### src/rtl/apb_cmd_master.sv
// APB requester fed by a valid/ready command stream; commands are queued in a FIFO,
// issued strictly in order, and each produces exactly one response (data, error, timeout).
module apb_cmd_master #(
  parameter int unsigned ADDR_W     = 32,
  parameter int unsigned DATA_W     = 32,
  parameter int unsigned FIFO_DEPTH = 4,
  parameter int unsigned TIMEOUT    = 256
) (
  input  logic                  clk,
  input  logic                  rst,
  input  logic                  req_valid,
  output logic                  req_ready,
  input  logic                  req_write,
  input  logic [ADDR_W-1:0]     req_addr,
  input  logic [DATA_W-1:0]     req_wdata,
  input  logic [DATA_W/8-1:0]   req_strb,
  input  logic [2:0]            req_prot,
  output logic                  rsp_valid,
  input  logic                  rsp_ready,
  output logic [DATA_W-1:0]     rsp_rdata,
  output logic                  rsp_err,
  output logic                  rsp_timeout,
  output logic                  busy,
  output logic                  psel,
  output logic                  penable,
  output logic                  pwrite,
  output logic [ADDR_W-1:0]     paddr,
  output logic [DATA_W-1:0]     pwdata,
  output logic [DATA_W/8-1:0]   pstrb,
  output logic [2:0]            pprot,
  input  logic                  pready,
  input  logic                  pslverr,
  input  logic [DATA_W-1:0]     prdata
);

  localparam int unsigned STRB_W  = DATA_W / 8;
  localparam int unsigned PTR_W   = $clog2(FIFO_DEPTH);
  localparam int unsigned CNT_W   = PTR_W + 1;
  localparam int unsigned TO_W    = (TIMEOUT < 2) ? 1 : $clog2(TIMEOUT);
  localparam int unsigned TO_LAST = (TIMEOUT == 0) ? 0 : TIMEOUT - 1;

  typedef struct packed {
    logic              write;
    logic [ADDR_W-1:0] addr;
    logic [DATA_W-1:0] wdata;
    logic [STRB_W-1:0] strb;
    logic [2:0]        prot;
  } cmd_t;

  typedef enum logic [1:0] {S_IDLE, S_SETUP, S_ACCESS, S_RESP} state_t;

  cmd_t               mem [FIFO_DEPTH];
  cmd_t               head_c;
  logic [PTR_W-1:0]   wr_ptr_q, rd_ptr_q;
  logic [CNT_W-1:0]   count_q, count_d;
  logic               push_c, pop_c, clr_bus_c;

  state_t             state_q, state_d;
  logic [TO_W-1:0]    cnt_q, cnt_d;

  logic               psel_d, penable_d, pwrite_d;
  logic [ADDR_W-1:0]  paddr_d;
  logic [DATA_W-1:0]  pwdata_d;
  logic [STRB_W-1:0]  pstrb_d;
  logic [2:0]         pprot_d;
  logic               rsp_valid_d, rsp_err_d, rsp_timeout_d;
  logic [DATA_W-1:0]  rsp_rdata_d;

  assign push_c = req_valid & req_ready;
  assign head_c = mem[rd_ptr_q];

  // FIFO storage needs no reset; pointers and level are reset below
  always_ff @(posedge clk) begin
    if (push_c) mem[wr_ptr_q] <= '{write: req_write, addr: req_addr, wdata: req_wdata,
                                   strb: req_strb, prot: req_prot};
  end

  always_comb begin
    count_d = count_q;
    case ({push_c, pop_c})
      2'b10:   count_d = count_q + CNT_W'(1);
      2'b01:   count_d = count_q - CNT_W'(1);
      default: count_d = count_q;
    endcase
  end

  always_ff @(posedge clk or posedge rst) begin
    if (rst) begin
      wr_ptr_q  <= '0;
      rd_ptr_q  <= '0;
      count_q   <= '0;
      req_ready <= 1'b0;
      busy      <= 1'b0;
    end else begin
      if (push_c) wr_ptr_q <= wr_ptr_q + PTR_W'(1);
      if (pop_c)  rd_ptr_q <= rd_ptr_q + PTR_W'(1);
      count_q   <= count_d;
      req_ready <= (count_d != CNT_W'(FIFO_DEPTH));
      busy      <= (count_d != '0) || (state_d != S_IDLE);
    end
  end

  // Next state and next registered bus/response values
  always_comb begin
    state_d       = state_q;
    cnt_d         = cnt_q;
    pop_c         = 1'b0;
    clr_bus_c     = 1'b0;
    psel_d        = psel;
    penable_d     = penable;
    pwrite_d      = pwrite;
    paddr_d       = paddr;
    pwdata_d      = pwdata;
    pstrb_d       = pstrb;
    pprot_d       = pprot;
    rsp_valid_d   = rsp_valid;
    rsp_rdata_d   = rsp_rdata;
    rsp_err_d     = rsp_err;
    rsp_timeout_d = rsp_timeout;

    case (state_q)
      S_IDLE: begin
        if (count_q != '0) begin
          pop_c   = 1'b1;
          state_d = S_SETUP;
        end
      end
      S_SETUP: begin
        penable_d = 1'b1;
        cnt_d     = '0;
        state_d   = S_ACCESS;
      end
      S_ACCESS: begin
        if (pready) begin
          clr_bus_c     = 1'b1;
          rsp_valid_d   = 1'b1;
          rsp_err_d     = pslverr;
          rsp_timeout_d = 1'b0;
          rsp_rdata_d   = pwrite ? '0 : prdata;
          state_d       = S_RESP;
        end else if (TIMEOUT != 0 && cnt_q == TO_W'(TO_LAST)) begin
          clr_bus_c     = 1'b1;
          rsp_valid_d   = 1'b1;
          rsp_err_d     = 1'b1;
          rsp_timeout_d = 1'b1;
          rsp_rdata_d   = '0;
          state_d       = S_RESP;
        end else if (TIMEOUT != 0) begin
          cnt_d = cnt_q + TO_W'(1);
        end
      end
      S_RESP: begin
        if (rsp_ready) begin
          rsp_valid_d   = 1'b0;
          rsp_rdata_d   = '0;
          rsp_err_d     = 1'b0;
          rsp_timeout_d = 1'b0;
          if (count_q != '0) begin
            pop_c   = 1'b1;
            state_d = S_SETUP;
          end else begin
            state_d = S_IDLE;
          end
        end
      end
      default: state_d = S_IDLE;
    endcase

    // Bus fields read as zero whenever psel is low
    if (clr_bus_c) begin
      psel_d    = 1'b0;
      penable_d = 1'b0;
      pwrite_d  = 1'b0;
      paddr_d   = '0;
      pwdata_d  = '0;
      pstrb_d   = '0;
      pprot_d   = '0;
    end

    if (pop_c) begin
      psel_d    = 1'b1;
      penable_d = 1'b0;
      pwrite_d  = head_c.write;
      paddr_d   = head_c.addr;
      pwdata_d  = head_c.write ? head_c.wdata : '0;
      pstrb_d   = head_c.write ? head_c.strb  : '0;
      pprot_d   = head_c.prot;
    end
  end

  always_ff @(posedge clk or posedge rst) begin
    if (rst) begin
      state_q     <= S_IDLE;
      cnt_q       <= '0;
      psel        <= 1'b0;
      penable     <= 1'b0;
      pwrite      <= 1'b0;
      paddr       <= '0;
      pwdata      <= '0;
      pstrb       <= '0;
      pprot       <= '0;
      rsp_valid   <= 1'b0;
      rsp_rdata   <= '0;
      rsp_err     <= 1'b0;
      rsp_timeout <= 1'b0;
    end else begin
      state_q     <= state_d;
      cnt_q       <= cnt_d;
      psel        <= psel_d;
      penable     <= penable_d;
      pwrite      <= pwrite_d;
      paddr       <= paddr_d;
      pwdata      <= pwdata_d;
      pstrb       <= pstrb_d;
      pprot       <= pprot_d;
      rsp_valid   <= rsp_valid_d;
      rsp_rdata   <= rsp_rdata_d;
      rsp_err     <= rsp_err_d;
      rsp_timeout <= rsp_timeout_d;
    end
  end

endmodule

### config.mk
export PLATFORM = sky130hd
export DESIGN_NAME = apb_cmd_master
export DESIGN_NICKNAME = d
export VERILOG_FILES = /design/src/rtl/apb_cmd_master.sv
export SDC_FILE = /design/constraint.sdc
export NUM_CORES = 1
export LEC_CHECK = 0
export ABC_AREA = 1
export ABC_CLOCK_PERIOD_IN_PS = 9950
export BUFFER_PORTS_ARGS = -buffer_cell sky130_fd_sc_hd__buf_2
export CORE_ASPECT_RATIO = 1.1
export CORE_MARGIN = 1
export CORE_UTILIZATION = 60
export CTS_CLUSTER_DIAMETER = 80
export DETAILED_ROUTE_END_ITERATION = 8
export GPL_TIMING_DRIVEN = 0
export PLACE_DENSITY = 0.82
export SYNTH_ARGS = -nofsm -noshare
export SYNTH_HDL_FRONTEND = slang
export SYNTH_SLANG_ARGS = --single-unit
### constraint.sdc
create_clock -name clk -period 9.95 [get_ports clk]
set_clock_uncertainty 0.15 [all_clocks]
set_input_delay 0.4975 -clock clk [delete_from_list [all_inputs] [get_ports clk]]
set_output_delay 0.4975 -clock clk [all_outputs]
set_load 0.005 [all_outputs]
==> results.yml, run 1 <==
outcome:
  status: "complete, no violations"
cts:
  cts-htree-levels: 2
  post_cts_buffers: 0
  cts_tree: "yes"
  root_buffer: "clkbuf_16"
  cts_buffers: 39
  path_clk_slew_ps: 60
  worst_skew_pair.late_latency_ps: 520
  cts.sinks: 416
  clock_path_buffers: 3
place:
  placed_area_mm2: 0.0180
  io_buffers: 220
  hpwl_um: 24100
  gp_congestion: 0.804
timing:
  relSlewSlack_pct: 46.7
  drv_slew: 0
  finalSetupTns_ps: 0
  tightest_slew_ps: 798
  max_freq_mhz: 305
  setup_viol: 0
  min_period_over_period_pct: 32.9
  hold_viol_final: 0
  layout_min_cycle_time_ps: 3280
  rsz0062_at_grt: "false"
run:
  maxCapViolCount: 0
worst_setup_path:
  start_kind: "flip-flop"
  reg2reg_slack_ps: 6670
  cp_slowest_cell: "fa_1"
  critical-path-top-delay-family: "adder cells"
  required_ps: 10200
  timing.rr.start: "state_q[1]"
  endpoint_kind: "flip-flop"
  worstPathArrival_ps: 3520
  crit_chain: "ha_1 -> inv_2 -> o21ai_1 -> nand2_2 -> inv_2 -> buf_2 -> ha_1 -> inv_1 -> fa_1 -> o21ai_0 -> nor2_1 -> nand3_1 -> a21oi_1 -> nand2_1"
  cp_max_fo: 10
  crit_path_max_incr_delay_ps: 470
  r2r_cells: 14
  reg2reg_to: "busy"
  path_class: "flip-flop to flip-flop"
  crit_buf_inv: 4
synth:
  yosysWarningCount: 0
  syn_area_per_cell_um2: 12.4
  seq_area_frac_synth_pct: 72.9
  ys_ff_latch: 416
  syn-num-nets: 1438
  synth_edf_count: 288
  synth_flop_cell: "edfxtp_1"
  synth.distinct_cells: 31
  synth_cells: 1316
  async_reset_ff_share_pct: 30.8
  synthesis.area_mm2: 0.0163
floorplanning:
  dieArea_mm2: 0.0278
  num_rows: 62
  start_util_pct: 61.7
  die_w_um: 159
  die_h_um: 175
  core_area_mm2: 0.0264
  io_pins: 221
min_path:
  worstHoldEndpoint: "rsp_timeout"
  min_path_cells: 2
  hold_class: "input port to flip-flop"
  hp-start: "pready"
final_layout:
  final_common_cell: "edfxtp_1"
  drive_gt1_share_pct: 23.6
  design_area_mm2: 0.0194
  fin_nets: 1709
  final_cell_mix: "edfxtp_1, buf_2, nand2_1"
  area_delta_synth_final_pct: 19.5
power:
  sw_frac_of_total_pct: 34.9
  seq_power_share_pct: 40.7
  p_comb_share_pct: 33.3
  powerDensity_mw_per_mm2: 308
  switching_power_mw: 2.09
  p_int_mw: 3.90
  peakVddDrop_mv: 0.249
  clockPowerShare_pct: 26.0
  p_leak_nw: 8.13
global_routing:
  overflow: 0
  grt_pass1_vias: 11500
  gr-usage-all-layers_pct: 27.0
  grt_pass1_wl_um: 58500
  antenna_found_initial: 14
  grt_max_degree: 85
routing:
  via_per_inst: 5.65
  detail-route-antenna-nets: 0
  first_iter_violations: 924
  drc: 0
  first_pass_iters: 5
  wire_per_inst_um: 18.8
  wl_um: 37300
  vias: 11200
area by class of cell:
class,instances,area [um^2]
Multi-Input combinational cell,759,3760
Clock inverter,20,259
Fill cell,1684,6950
Tap cell,352,440
Timing Repair Buffer,230,1300
Inverter,65,249
Clock buffer,51,1100
Sequential cell,416,11900
Antenna cell,11,27.5
Buffer,76,434
cells by family (layout without fill, tap and decap cells):
group                      Yosys count  in the layout  synth area share [%]
AOI/OAI and AO/OA                  268            268                  9.67
xor gates and xnor gates             7              7                 0.377
adders and majority gates           12             12                 0.969
buffers and inverters              141            442                  4.17
DFF                                416            416                  72.9
other                                0             11                     0
and+or+nand+nor                    472            472                  11.9
flip-flops by register name (all words and copies together), names as in the netlist:
signal	flops
state_q	2
penable	1
rd_ptr_q	2
paddr	32
pprot	3
busy	1
psel	1
rsp_rdata	32
pstrb	4
count_q	3
req_ready	1
pwdata	32
cnt_q	8
rsp_err	1
rsp_timeout	1
rsp_valid	1
mem	288
pwrite	1
wr_ptr_q	2
timing repair:
| item | in CTS | in global routing |
|---|---|---|
| hold endpoints to repair | 44 | 0 |
| resized for setup | 0 | 0 |
| hold buffers | 1 | 0 |
cells in the mapped netlist, types with 2 or more instances:
library cell | n | area [um^2]
edfxtp_1 | 288 | 8650
nand2_1 | 214 | 803
nor2_1 | 163 | 612
o21ai_0 | 142 | 711
dfrtp_1 | 128 | 3200
nand3_1 | 81 | 405
o22ai_1 | 71 | 444
inv_1 | 59 | 221
clkbuf_1 | 34 | 128
o21ai_2 | 30 | 263
buf_2 | 17 | 85.1
o21ai_1 | 15 | 75.1
buf_6 | 12 | 135
ha_1 | 11 | 138
buf_4 | 10 | 75.1
inv_2 | 6 | 22.5
xor2_1 | 6 | 52.6
a21oi_1 | 5 | 25.0
nand2_2 | 4 | 25.0
buf_1 | 3 | 11.3
nand4_1 | 3 | 18.8
a21boi_0 | 2 | 15.0
a21oi_4 | 2 | 32.5
nand3_2 | 2 | 20.0
nand3_4 | 2 | 35.0
how the worst max path moves through the flow:
| stage | startpoint | endpoint | slack [ps] | cells after the start |
|---|---|---|---|---|
| 2_1_floorplan | req_valid | mem[0][0] | 5610 | 2 |
| 3_3_place_gp | req_valid | mem[3][21] | 3170 | 3 |
| 3_5_place_dp | state_q[0] | busy | 6720 | 14 |
| 4_1_cts | state_q[0] | busy | 6680 | 14 |
| 5_1_grt | state_q[0] | busy | 6420 | 14 |
| 6_report | state_q[1] | busy | 6670 | 14 |
layer usage:
layer  GRT usage [%]  vias up  part of all wire [%]
li1                -     5163                     -
met1            33.0     5328                    38
met2            47.2      575                    50
met3            5.39      106                   9.4
met4            11.1        8                   3.1
met5               0        -                  0.11
power by group through the flow:
stage / clock [mW] / sequential (mW) / combinational, mW
CTS: 1.57 / 2.44 / 2.00
global route: 1.64 / 2.47 / 2.22
global placement: 0 / 2.50 / 1.87
detailed placement: 0 / 2.47 / 1.98
finish: 1.56 / 2.44 / 2.00
floorplan: 0 / 2.49 / 1.23
per-stage QoR:
stage,util (%),power (mW),hold WS (ps),worst slack [ps],cells
floorplan,-,3.71,315,5610,1316
global placement,67.5,4.37,300,3170,1888
detailed placement,68.3,4.44,313,6720,1897
CTS,73.6,6.01,13.5,6680,1969
global route,73.6,6.33,20.7,6420,1975
finish,73.7,5.99,22.4,6670,1980
Note: power is estimated with default switching activity, not from simulation.
==> inputs of run 2 (changes only) <==
- ABC_AREA: 1 -> 0
- ABC_CLOCK_PERIOD_IN_PS: 9950 -> 2900
- CORE_UTILIZATION: 60 -> 51
- PLACE_DENSITY: 0.82 -> 0.74
- clock period: 9.95 -> 2.9 ns (I/O delays scaled with it)
==> results.yml, run 2 <==
outcome:
  status: "complete, no violations"
synth:
  synth.distinct_cells: 46
  muxShareOfSynthArea_pct: 10.7
  seq_area_frac_synth_pct: 76.7
  synth_edf_count: 288
  synth_flop_cell: "edfxtp_1"
  yosys.area.top_type_share_pct: 56.0
  yosys.area_share.simple_pct: 1.81
  synth_cells: 752
  syn-num-nets: 874
  yosys-top-cells-count: "edfxtp_1, dfrtp_1, mux4_2"
  yosys.area.top_type: "edfxtp_1"
  syn_area_per_cell_um2: 20.5
  yosys.area_share.xor_xnor_pct: 0.340
  yosysWarningCount: 0
  synthTopCellsByArea: "edfxtp_1, dfrtp_1, mux4_2"
  synth_compound_area_share_pct: 7.55
  synth_top_family_by_area: "multiplexers"
  yosys.area_share.adder_pct: 1.02
  synth_most_common_cell: "edfxtp_1"
  async_reset_ff_share_pct: 30.8
  synthesis.area_mm2: 0.0154
  ys_ff_latch: 416
floorplanning:
  die_w_um: 168
  start_util_pct: 52.1
  num_rows: 66
  die_h_um: 185
  io_pins: 221
  dieArea_mm2: 0.0310
  core_area_mm2: 0.0296
timing:
  min_period_over_period_pct: 95.6
  finalSetupTns_ps: 0
  rsz0062_at_grt: "false"
  hold_viol_final: 0
  relSlewSlack_pct: 51.6
  tightest_slew_ps: 726
  layout_min_cycle_time_ps: 2770
  drv_slew: 0
  setup_viol: 0
  max_freq_mhz: 361
cts:
  clock_path_buffers: 3
  worst_skew_pair.late_latency_ps: 540
  cts.sinks: 416
  cts_tree: "yes"
  path_clk_slew_ps: 60
  root_buffer: "clkbuf_16"
  cts_buffers: 42
  cts-htree-levels: 2
worst_setup_path:
  start_kind: "flip-flop"
  startpoint: "state_q[1]"
  endpoint_kind: "flip-flop"
  path_class: "flip-flop to flip-flop"
  worstPathArrival_ps: 3030
  cp_max_fo: 5
  required_ps: 3160
  timing.rr.start: "state_q[1]"
global_routing:
  overflow: 0
  grt_pass1_vias: 9479
  antenna_found_initial: 0
  grt_pass1_wl_um: 52000
  grt_max_degree: 51
  gr-usage-all-layers_pct: 22.3
routing:
  first_pass_iters: 5
  detail-route-antenna-nets: 0
  drc: 0
  via_per_inst: 5.70
  wire_per_inst_um: 21.9
  wl_um: 33900
  first_iter_violations: 563
  vias: 8832
power:
  p_leak_nw: 7.72
  peakVddDrop_mv: 0.583
  powerDensity_mw_per_mm2: 1040
final_layout:
  final_cell_mix: "edfxtp_1, buf_2, dfrtp_1"
  drive_gt1_share_pct: 35.0
  final_common_cell: "edfxtp_1"
  largest_register_ffs: 288
  regArea_mm2: 0.0119
  antennaDiodeCount: 0
  multi_input_area_mm2: 0.00335
  fillers: 1955
  design_area_mm2: 0.0198
  area_delta_synth_final_pct: 28.2
  finalNonFillerCells: 1550
  fin_nets: 1264
  regMostFlops: "mem"
place:
  hpwl_um: 20100
  io_buffers: 220
  placed_area_mm2: 0.0172
  dp.cells: 1353
  gp_congestion: 0.779
min_path:
  hold_class: "input port to asynchronous set/reset pin"
run:
  maxCapViolCount: 0
-- run 2: changes by cell type in the layout (fill, tap and decap cells not counted), moves of 68 or more --
cell / before / now
a22o_1: 0 / 68
dlygate4sd3_1: 1 / 113
mux4_2: 0 / 72
nand2_1: 214 / 16
nand3_1: 81 / 2
nor2_1: 159 / 10
o21ai_0: 142 / 8
o22ai_1: 71 / 0
-- run 2: final timing paths --
check | to | cells after the start | slack (ps)
setup / recovery | busy | 11 | 130
hold / removal | rsp_timeout | 3 | 60
setup reg to reg | busy | 11 | 130
hold reg to reg | psel | 1 | 320
max in group asynchronous | pwdata[25] | 4 | 1940
min in group clk | mem[0][40] | 2 | 200
-- run 2: layer usage --
layer	GRT usage [%]	share of wire (%)	up-vias
met5	0	0	-
met4	7.01	2.4	0
met3	3.99	5.9	69
met2	39.7	52	333
met1	27.7	39	4544
li1	-	-	3886
-- run 2: critical path: stages, from the launching register on --
cell       delay (ps)
dfrtp_2           420
inv_1             100
ha_1              260
nor3_4            340
buf_8             170
ha_2              190
inv_1              60
fa_1              370
xor2_1            140
nor2_1             60
xor2_1            170
nand4bb_1         190
-- run 2: per-stage QoR --
stage / util (%) / worst slack (ps) / power, mW / hold slack [ps]
floorplan: - / 11.1 / 12.7 / 93.9
CTS: 66.7 / 16.6 / 20.7 / 37.5
global placement: 57.4 / -1300 / 14.8 / 208
detailed placement: 58.0 / -757 / 15.0 / 57.7
finish: 66.8 / 128 / 20.6 / 63.8
global route: 66.8 / 59.9 / 21.6 / 87.2
-- run 2: area by class of cell --
| cell class | instances | share of cell area, % |
|---|---|---|
| sequential | 416 | 59.8 |
| multi-input combinational | 282 | 16.9 |
| timing repair buffer | 347 | 12.3 |
| clock buffer | 55 | 5.75 |
| tap | 374 | 2.36 |
| clock inverter | 23 | 1.30 |
| buffer | 42 | 1.26 |
| inverter | 11 | 0.227 |
-- run 2: where the power goes --
part | internal, mW | switching (mW) | total [mW]
Clock | 3.16 | 2.24 | 5.41
Combinational | 3.19 | 3.51 | 6.70
Sequential | 7.93 | 0.566 | 8.49
-- run 2: timing repair --
| action | in CTS | in global routing |
|---|---|---|
| pin swaps | 2 | 1 |
| buffers inserted | 3 | 4 |
| setup endpoints to repair | 4 | 2 |
| hold endpoints to repair | 459 | 0 |
| gates resized for setup | 11 | 1 |
| hold buffers | 113 | 0 |
-- run 2: logic make-up after synthesis --
group / count (synthesis)
flops: 416
compound gates: 136
mux: 75
buf+inv: 54
simple gates: 53
fa+ha+maj: 12
xor+xnor: 6
==> inputs of run 3 (changes only) <==
==> constraint.sdc (replaced) <==
create_clock -name clk -period 2.9 [get_ports clk]
set_clock_uncertainty 0.15 [all_clocks]
set_input_delay 0.145 -clock clk [delete_from_list [all_inputs] [get_ports clk]]
set_output_delay 0.145 -clock clk [all_outputs]
set_load 0.05 [all_outputs]
==> results.yml, run 3 (synthesis results as in run 2) <==
routing:
  routed-wl-met3_um: 2100
  drt-met1-wl_um: 13600
  topRoutingLayerUsed: "met4"
  wl_um: 33800
  detail-route-antenna-nets: 0
  via_per_inst: 5.68
  wl_met2_um: 17400
  drc: 0
  first_pass_iters: 5
  first_iter_violations: 709
  vias: 8796
  wire_per_inst_um: 21.9
power:
  peakVddDrop_mv: 0.695
  powerDensity_mw_per_mm2: 1140
  p_leak_nw: 7.73
outcome:
  status: "complete, no violations"
timing:
  rsz0062_at_grt: "false"
  tightest_slew_ps: 760
  setup_viol: 0
  finalSetupTns_ps: 0
  min_period_over_period_pct: 94.0
  drv_slew: 0
  max_freq_mhz: 367
  relSlewSlack_pct: 49.3
  layout_min_cycle_time_ps: 2730
  hold_viol_final: 0
worst_setup_path:
  endpoint_kind: "flip-flop"
  timing.rr.start: "state_q[1]"
  r2r_cells: 11
  path_class: "flip-flop to flip-flop"
  start_kind: "flip-flop"
  required_ps: 3210
  reg2reg_to: "busy"
  reg2reg_slack_ps: 170
  worstPathArrival_ps: 3040
  cp_max_fo: 4
final_layout:
  fin_nets: 1264
  final_cell_mix: "edfxtp_1, buf_2, dfrtp_1"
  area_delta_synth_final_pct: 28.1
  fillers: 1970
  final_common_cell: "edfxtp_1"
  antennaDiodeCount: 0
  finalNonFillerCells: 1549
  multi_input_area_mm2: 0.00335
  largest_register_ffs: 288
  post-route-util_pct: 66.8
  drive_gt1_share_pct: 35.0
  regMostFlops: "mem"
  regArea_mm2: 0.0119
cts:
  cts_buffers: 41
  clock_path_buffers: 3
  cts-htree-levels: 2
  cts.sinks: 416
  cts_tree: "yes"
  path_clk_slew_ps: 60
  worst_skew_pair.late_latency_ps: 530
  root_buffer: "clkbuf_16"
global_routing:
  antenna_found_initial: 0
  grt_pass1_wl_um: 52200
  grt_pass1_vias: 9337
  overflow: 0
  gr-usage-all-layers_pct: 22.4
  grt_max_degree: 57
floorplanning:
  die_h_um: 185
  io_pins: 221
  start_util_pct: 52.1
  die_w_um: 168
  num_rows: 66
  core_area_mm2: 0.0296
  dieArea_mm2: 0.0310
run:
  maxCapViolCount: 0
place:
  dp.cells: 1353
  gp_congestion: 0.803
  hpwl_um: 19900
  io_buffers: 220
min_path:
  hold_class: "input port to asynchronous set/reset pin"
-- run 3: report_power, final --
group	internal, mW	total [mW]	switching (mW)
Combinational	3.23	8.75	5.52
Sequential	7.92	8.49	0.572
Clock	3.17	5.33	2.16
Total	14.3	22.6	8.25
-- run 3: repair_timing --
item                       4_1_cts  5_1_grt
hold endpoints to repair       419        0
buffers inserted                 3        5
gates resized for setup          9        1
hold buffers                   113        0
pin swaps                        2        2
setup endpoints to repair        5        3
-- run 3: metrics by stage --
stage	hold WS (ps)	area [um^2]	setup slack, ps	total power [mW]
detailed placement	75.8	17200	-868	17.1
CTS	62.3	19800	7.47	22.7
floorplan	93.9	15500	11.1	14.7
finish	82.3	19800	174	22.6
global route	105	19800	30.9	23.6
global placement	208	17000	-772	16.8
-- run 3: worst max-delay path by stage --
stage | to | cells past startpoint | slack (ps) | startpoint
final | busy | 11 | 170 | state_q[1]
after global routing | busy | 11 | 30 | state_q[1]
after CTS | busy | 13 | 7 | state_q[1]
after detailed placement | busy | 12 | -870 | state_q[0]
after global placement | busy | 12 | -770 | state_q[0]
after floorplan | busy | 12 | 10 | state_q[0]
-- run 3: cell type report --
type,instances,area share (%)
clock inverter,20,0.999
buffer,42,1.26
sequential,416,59.9
multi-input combinational,282,16.9
inverter,11,0.228
timing repair buffer,348,12.4
clock buffer,56,5.89
tap,374,2.36
-- run 3: critical path, cell delays in order (launching register included) --
cell	delay [ps]
dfrtp_2	430
inv_1	100
ha_1	260
nor3_4	300
buf_8	160
ha_1	170
inv_1	60
fa_1	370
xor2_1	150
nor2_1	120
xor2_1	220
nand4bb_1	160
-- run 3: routing by layer --
layer	track usage, %	vias to the layer above
met1	28.5	4526
met3	3.99	59
li1	-	3892
met2	39.2	319
met5	0	-
met4	7.45	0
